==> config.mk <==
export PLATFORM = sky130hd
export DESIGN_NAME = acc_mmult_seq
export DESIGN_NICKNAME = d
export VERILOG_FILES = /design/src/rtl/acc_mmult_seq.sv
export SDC_FILE = /design/constraint.sdc
export NUM_CORES = 1
export LEC_CHECK = 0
export ABC_CLOCK_PERIOD_IN_PS = 13700
export CAP_MARGIN = 25
export CORE_AREA = 2 2 163 165
export CTS_BUF_LIST = sky130_fd_sc_hd__clkbuf_2 sky130_fd_sc_hd__clkbuf_4 sky130_fd_sc_hd__clkbuf_8
export CTS_CLUSTER_SIZE = 30
export DETAILED_ROUTE_END_ITERATION = 16
export DIE_AREA = 0 0 165 167
export DONT_BUFFER_PORTS = 1
export HOLD_SLACK_MARGIN = 0.12
export PLACE_DENSITY = 0.65
export SYNTH_ARGS = -nofsm -noshare
export SYNTH_HDL_FRONTEND = slang
export SYNTH_SLANG_ARGS = --single-unit
==> constraint.sdc <==
create_clock -name clk -period 13.7 [get_ports clk]
set_input_delay 1.37 -clock clk [delete_from_list [all_inputs] [get_ports clk]]
set_output_delay 1.37 -clock clk [all_outputs]
set_load 0.03 [all_outputs]
==> src/rtl/acc_mmult_seq.sv <==
`default_nettype none
// ============================================================================
// Module  : acc_mmult_seq
// Purpose : Sequential N x N matrix-multiply engine, C = A x B, one
//           multiply-accumulate per cycle followed by a one-cycle done pulse.
// Ports   : clk, rst        - clock, synchronous active-high reset
//           wr_en_i/wr_sel_i/wr_addr_i/wr_data_i - operand write (sel 0=A, 1=B)
//           start_i         - start request, honoured in IDLE only
//           busy_o, done_o  - computing / one-cycle completion pulse
//           done_st_o       - sticky done, cleared by accepted start or clr_i
//           clr_i           - clears done_st_o and wr_err_o
//           wr_err_o        - sticky, operand write attempted while busy
//           rd_addr_i/rd_data_o - combinational read of result matrix C
// Revision: 1.0 - initial release
// ============================================================================
module acc_mmult_seq #(
  parameter  int DAT_SIZE  = 8,
  parameter  int MAT_SIZE  = 2,
  parameter  int ACC_WIDTH = 32,
  localparam int AW        = $clog2(MAT_SIZE * MAT_SIZE)
) (
  input  logic                 clk,
  input  logic                 rst,
  input  logic                 wr_en_i,
  input  logic                 wr_sel_i,
  input  logic [AW-1:0]        wr_addr_i,
  input  logic [DAT_SIZE-1:0]  wr_data_i,
  input  logic                 start_i,
  output logic                 busy_o,
  output logic                 done_o,
  output logic                 done_st_o,
  input  logic                 clr_i,
  output logic                 wr_err_o,
  input  logic [AW-1:0]        rd_addr_i,
  output logic [ACC_WIDTH-1:0] rd_data_o
);

  localparam int NN = MAT_SIZE * MAT_SIZE;
  localparam int IW = $clog2(MAT_SIZE);
  localparam int PW = 2 * DAT_SIZE;
  localparam logic [IW-1:0] LAST = IW'(MAT_SIZE - 1);

  typedef enum logic [1:0] {
    S_IDLE = 2'd0,
    S_RUN  = 2'd1,
    S_DONE = 2'd2
  } state_t;

  state_t state, state_nxt;

  logic [DAT_SIZE-1:0]  a_mem [NN];
  logic [DAT_SIZE-1:0]  b_mem [NN];
  logic [ACC_WIDTH-1:0] c_mem [NN];

  logic [IW-1:0]        i_cnt, j_cnt, k_cnt;
  logic [ACC_WIDTH-1:0] acc, acc_nxt;
  logic [PW-1:0]        prod;
  logic [AW-1:0]        a_idx, b_idx, c_idx;
  logic                 start_acc, last_mac, wr_in_range;
  logic                 done_st_q, wr_err_q;

  // --------------------------------------------------------------------------
  // Datapath: element addressing and multiply-accumulate
  // --------------------------------------------------------------------------
  always_comb begin
    a_idx   = AW'(int'(i_cnt) * MAT_SIZE + int'(k_cnt));
    b_idx   = AW'(int'(k_cnt) * MAT_SIZE + int'(j_cnt));
    c_idx   = AW'(int'(i_cnt) * MAT_SIZE + int'(j_cnt));
    prod    = {{DAT_SIZE{1'b0}}, a_mem[a_idx]} * {{DAT_SIZE{1'b0}}, b_mem[b_idx]};
    // k==0 restarts the dot product, so acc never needs an explicit clear
    acc_nxt = (k_cnt == '0) ? ACC_WIDTH'(prod) : acc + ACC_WIDTH'(prod);
  end

  assign wr_in_range = int'(wr_addr_i) < NN;

  // --------------------------------------------------------------------------
  // Control FSM
  // --------------------------------------------------------------------------
  always_ff @(posedge clk) begin
    if (rst) state <= S_IDLE;
    else     state <= state_nxt;
  end

  always_comb begin
    state_nxt = state;
    busy_o    = 1'b0;
    done_o    = 1'b0;
    start_acc = 1'b0;
    last_mac  = 1'b0;
    case (state)
      S_IDLE: begin
        if (start_i) begin
          start_acc = 1'b1;
          state_nxt = S_RUN;
        end
      end
      S_RUN: begin
        busy_o   = 1'b1;
        last_mac = (i_cnt == LAST) && (j_cnt == LAST) && (k_cnt == LAST);
        if (last_mac) state_nxt = S_DONE;
      end
      S_DONE: begin
        done_o    = 1'b1;
        state_nxt = S_IDLE;
      end
      default: state_nxt = S_IDLE;
    endcase
  end

  // --------------------------------------------------------------------------
  // Loop counters (k innermost), accumulator and result store
  // --------------------------------------------------------------------------
  always_ff @(posedge clk) begin
    if (rst) begin
      i_cnt <= '0;
      j_cnt <= '0;
      k_cnt <= '0;
      acc   <= '0;
      for (int n = 0; n < NN; n++) c_mem[n] <= '0;
    end else if (start_acc) begin
      i_cnt <= '0;
      j_cnt <= '0;
      k_cnt <= '0;
    end else if (state == S_RUN) begin
      acc <= acc_nxt;
      if (k_cnt == LAST) begin
        k_cnt        <= '0;
        c_mem[c_idx] <= acc_nxt;
        if (j_cnt == LAST) begin
          j_cnt <= '0;
          i_cnt <= (i_cnt == LAST) ? '0 : i_cnt + 1'b1;
        end else begin
          j_cnt <= j_cnt + 1'b1;
        end
      end else begin
        k_cnt <= k_cnt + 1'b1;
      end
    end
  end

  // --------------------------------------------------------------------------
  // Operand store: writable outside RUN only
  // --------------------------------------------------------------------------
  always_ff @(posedge clk) begin
    if (rst) begin
      for (int n = 0; n < NN; n++) begin
        a_mem[n] <= '0;
        b_mem[n] <= '0;
      end
    end else if (wr_en_i && (state != S_RUN) && wr_in_range) begin
      if (wr_sel_i) b_mem[wr_addr_i] <= wr_data_i;
      else          a_mem[wr_addr_i] <= wr_data_i;
    end
  end

  // --------------------------------------------------------------------------
  // Sticky status flags; a set always takes priority over a clear
  // --------------------------------------------------------------------------
  always_ff @(posedge clk) begin
    if (rst) begin
      wr_err_q  <= 1'b0;
      done_st_q <= 1'b0;
    end else begin
      if (wr_en_i && (state == S_RUN)) wr_err_q <= 1'b1;
      else if (clr_i)                  wr_err_q <= 1'b0;

      if (done_o)                   done_st_q <= 1'b1;
      else if (start_acc || clr_i)  done_st_q <= 1'b0;
    end
  end

  // done_st_o rises together with done_o rather than one cycle later
  assign done_st_o = done_st_q | done_o;
  assign wr_err_o  = wr_err_q;
  assign rd_data_o = (int'(rd_addr_i) < NN) ? c_mem[rd_addr_i] : '0;

endmodule
`default_nettype wire

After elaboration in Yosys (flattened, before gate mapping)
Memory sizes are Yosys's and may differ from the RTL's.
Index checks and enable logic that the tools add are counted.
- bits in registers: 39
- bits in latches: 0
- bits in writable memories: 192
- memory bits (read-only): 0
- input bits: 18
- output and inout port bits: 36
- word-level logic and storage cells: 80
- memories kept: 3
- memories (name ; depth ; bits a word ; rd ports ; clocked after Yosys merged registers in ; wr ports ; line ; RTL):
    c_mem ; 4 ; 32 ; 1 ; 0 ; 4 ; 53 ; logic [ACC_WIDTH-1:0] c_mem [NN];
    a_mem ; 4 ; 8 ; 1 ; 0 ; 4 ; 51 ; logic [DAT_SIZE-1:0] a_mem [NN];
    b_mem ; 4 ; 8 ; 1 ; 0 ; 4 ; 52 ; logic [DAT_SIZE-1:0] b_mem [NN];
- add/sub/neg operators: 7
- multiply operators: 1
- div/mod/pow operators: 0
- order comparisons: 0
- equal/unequal tests: 5
- shift-type cells: 0
- multiplexer cells: 39
- bitwise operators: 2
- reduce and logical (&&, ||, !) cells: 16
- operator list (kind ; count):
    $mux W32 ; 2
    $add A32 B16 Y32 ; 1
    $reduce_or A32 Y1 ; 1
    $mux W1 ; 29
    $mul A8 B8 Y16 ; 1
    $mux W8 ; 2
    $reduce_or A8 Y1 ; 2
    $mux W2 ; 5
    $add A2 B1 Y2 ; 3
    $reduce_and A2 Y1 ; 3
    $logic_and A1 B1 Y1 ; 4
    $ne A2 B2 Y1 const B ; 2
    $pmux W2 S2 ; 1
    $reduce_bool A2 Y1 ; 2
    $add A1 B1 Y1 const B ; 3
    $reduce_and A3 Y1 ; 1
    $eq A2 B1 Y1 const B ; 1
    $eq A2 B2 Y1 const B ; 1
    $logic_not A2 Y1 ; 1
    $ne A2 B1 Y1 const B ; 1
    $reduce_or A2 Y1 ; 1
    $logic_or A1 B1 Y1 ; 1
    $not A1 Y1 ; 1
    $or A1 B1 Y1 ; 1

Depth between registers and ports, before layout
- depth in word-level cells: 7
- gate-level depth with buffers: 28
- mapped depth without buffers: 25

Worst setup path after synthesis
OpenSTA, ideal clock, no wires.
- path type: register to register
- start: register k_cnt
- end: memory c_mem[1][30] (data pin)
- setup time: 0.265 ns
- arrival: 6.995 ns
- required time: 13.435 ns
- path slack: 6.440 ns
- cell stages (with the launch flop): 26
- path buffers: 3
- clock period less this slack: 7.260 ns
- cell sequence: dfxtp_1 -> buf_2 -> buf_1 -> buf_2 -> mux4_2 -> and2_1 -> fa_1 -> fa_1 -> fa_1 -> inv_1 -> fa_1 -> inv_1 -> ha_1 -> and3_1 -> a221oi_1 -> a21oi_1 -> a31oi_1 -> xnor2_1 -> ha_1 -> and4_1 -> and4_1 -> a22oi_1 -> a2111o_1 -> o21a_1 -> nor2_1 -> nor2_1
- RTL lines (element ; line ; RTL):
    start: declaration ; 55 ; logic [IW-1:0] i_cnt, j_cnt, k_cnt;
    start signal: assignment ; 136 ; k_cnt <= k_cnt + 1'b1;
    end: declaration ; 53 ;

==> results.sh <==
export IMPL_wire_per_inst_um=18.7
export IMPL_cts_sinks=231
export IMPL_chipHeight_um=167
export IMPL_rsz0062_at_grt="false"
export IMPL_diodes=0
export IMPL_start_util_pct=50.3
export IMPL_num_rows=59
export IMPL_outcome="finished clean"
export IMPL_drt_wl_total_um=27500
export IMPL_grt_pass1_vias=8476
export IMPL_cts_setup_buffers=0
export IMPL_ctsResizeCount=0
export IMPL_timing_rr_end="c_mem[2][25]"
export IMPL_final_cell_mix="edfxtp_1, nor2_1, and2_1"
export IMPL_path_clk_slew_ps=60
export IMPL_port_buffers=0
export IMPL_final_nets=1213
export IMPL_r2r_start="k_cnt"
export IMPL_ant_nets=0
export IMPL_yosys_area_share_simple_pct=16.1
export IMPL_gr_total_overflow=0
export IMPL_worstSetupPathType="flop to flop"
export IMPL_synth_avg_cell_area_um2=11.8
export IMPL_yosys_most_used_dff="edfxtp_1"
export IMPL_ctsHoldBuffers=0
export IMPL_htree_levels=2
export IMPL_numCtsBuffers=40
export IMPL_path_delay_family="adder cells"
export IMPL_grt_max_degree=54
export IMPL_worst_pin_slew_ps=935
export IMPL_min_period_over_period_pct=56.6
export IMPL_synthAdderAreaFrac_pct=10.9
export IMPL_clock_tree_root_cell="clkbuf_8"
export IMPL_drive_above_1_share_pct=13.6
export IMPL_cts_tree="done"
export IMPL_hold_viol=0
export IMPL_synthDistinctLibCells=63
export IMPL_maxCapViolCount=0
export IMPL_async_flop_share_pct=0
export IMPL_post_route_min_period_ps=7750
export IMPL_dpl_hpwl_um=18500
export IMPL_worstPathMaxFanout=53
export IMPL_synth_edf_count=192
export IMPL_worst_hold_startpoint="acc[10]"
export IMPL_syn_inst=1096
export IMPL_skew_ps=26.8
export IMPL_clockBufferDepth=3
export IMPL_synth_area_leaders="edfxtp_1, mux4_2, dfxtp_1"
export IMPL_firstDrtPassIters=5
export IMPL_crit_slowest_cell="mux4_2"
export IMPL_drc_errors=0
export IMPL_synth_top_family_by_area="simple AND/OR/NAND/NOR gates"
export IMPL_ys_seq_area_share_pct=50.5
export IMPL_synth_top_area_share_pct=44.5
export IMPL_synth_largest_area_cell="edfxtp_1"
export IMPL_slew_headroom_pct=37.2
export IMPL_drv_slew=0
export IMPL_p_per_area_nw_per_um2=144
export IMPL_setup_violations=0
export IMPL_crit_path_end_kind="flop"
export IMPL_synth_xor_area_share_pct=2.84
export IMPL_initialDrtViolationCount=617
export IMPL_synth_seq_cells=231
export IMPL_r2r_cells=25
export IMPL_synthMuxAreaShare_pct=9.13
export IMPL_leakage_nw=5.45
export IMPL_via_count=8172
export IMPL_syn_area_um2=13000
export IMPL_ios=54
export IMPL_die_area_um2=27600
export IMPL_hold_end="acc[10]"
export IMPL_cp_buffers_inverters=4
export IMPL_grt_usage_pct=20.9
export IMPL_antenna_found_initial=0
export IMPL_die_w_um=165
export IMPL_max_freq_mhz=129
export IMPL_power_mw=2.04
export IMPL_syn_nets=1205
export IMPL_tns_ps=0
export IMPL_hold_depth=2
export IMPL_slowest_delay_ps=670
export IMPL_cp_start_kind="flop"
export IMPL_gp_congestion=0.829
export IMPL_hold_path_class="flop to flop"
export IMPL_post_route_util_pct=55.0
export IMPL_cp_required_ps=13950
export IMPL_core_area_um2=25800
export IMPL_arrival_ps=8000
export IMPL_peakVddDrop_mv=0.0830
export IMPL_rrSetupSlack_ps=5950
export IMPL_synth_compound_area_share_pct=7.05
export IMPL_syn2layout_area_growth_pct=9.37
export IMPL_insertion_delay_ps=550
export IMPL_grt_pass1_wl_um=45000
export IMPL_viasPerCell=5.56
export IMPL_yosysWarnings=0
export IMPL_layout_commonest_cell="edfxtp_1"
-- how the worst max path moves through the flow --
stage | slack [ps] | cells after the start | from | endpoint
2_1_floorplan | 6440 | 25 | k_cnt | c_mem[1][30]
3_3_place_gp | 6060 | 23 | k_cnt | c_mem[2][30]
3_5_place_dp | 5910 | 23 | k_cnt | c_mem[2][30]
4_1_cts | 5900 | 23 | k_cnt | c_mem[2][30]
5_1_grt | 5430 | 25 | k_cnt | c_mem[2][25]
6_report | 5950 | 25 | k_cnt | c_mem[2][25]
-- final cells by class --
cell class                      count  area, µm²
Clock inverter                     12       96.3
Sequential cell                   231       6550
Clock buffer                       62        741
Multi-Input combinational cell    750       6000
Inverter                           63        236
Tap cell                          335        419
Fill cell                        2164      11600
Timing Repair Buffer               18        128
-- per-layer routing --
| layer | vias to the layer above | GRT usage (%) | share of wire (%) |
|---|---|---|---|
| met1 | 4005 | 27.4 | 44 |
| met2 | 176 | 35.9 | 50 |
| met5 | - | 0 | 0 |
| met4 | 0 | 5.33 | 1.8 |
| li1 | 3943 | - | - |
| met3 | 48 | 3.46 | 4.5 |
-- state kept, by name, indices dropped and copies added, names as in the netlist --
signal,flops
done_st_q,1
j_cnt,1
k_cnt,1
state,2
a_mem,32
wr_err_o,1
i_cnt,1
b_mem,32
c_mem,128
acc,32
-- stage by stage --
step | cell area (µm²) | std cells | worst slack (ps) | hold slack, ps
after floorplan | 13000 | 1096 | 6440 | 461
after detailed placement | 13300 | 1396 | 5910 | 490
after global routing | 14200 | 1471 | 5430 | 519
after CTS | 14200 | 1470 | 5900 | 500
final | 14200 | 1471 | 5950 | 498
after global placement | 13300 | 1392 | 6060 | 476
-- tightest hold or removal path: stages, from the launching register on --
cell	delay [ps]
dfxtp_1	310
nor2_1	100
nor3_1	40
-- synth_stat cells, drive strengths merged (9+ instances only) --
master,count
edfxtp,192
nor2,173
and2,118
inv,62
nand2,56
ha,54
mux4,48
clkbuf,41
dfxtp,39
fa,37
a21oi,33
xnor2,27
o21ai,23
nand3,20
a211oi,15
a31oi,15
xor2,15
a21o,13
buf,11
mux2i,9
nor3,9
-- report_power, final --
| part | leakage (nW) | switching (mW) | total, mW | internal [mW] |
|---|---|---|---|---|
| sequential | 2.29 | 0.0118 | 0.804 | 0.792 |
| combinational | 2.71 | 0.377 | 0.590 | 0.212 |
| clock | 0.446 | 0.281 | 0.648 | 0.367 |
-- cells by family (layout without fill, tap and decap cells) --
family,Yosys count,after routing
mux,58,58
simple gates,425,425
flops,231,231
buf+inv,115,155
xor+xnor,42,42
compound gates,134,134
fa+ha+maj,91,91
Note: power is estimated with default switching activity, not from simulation.
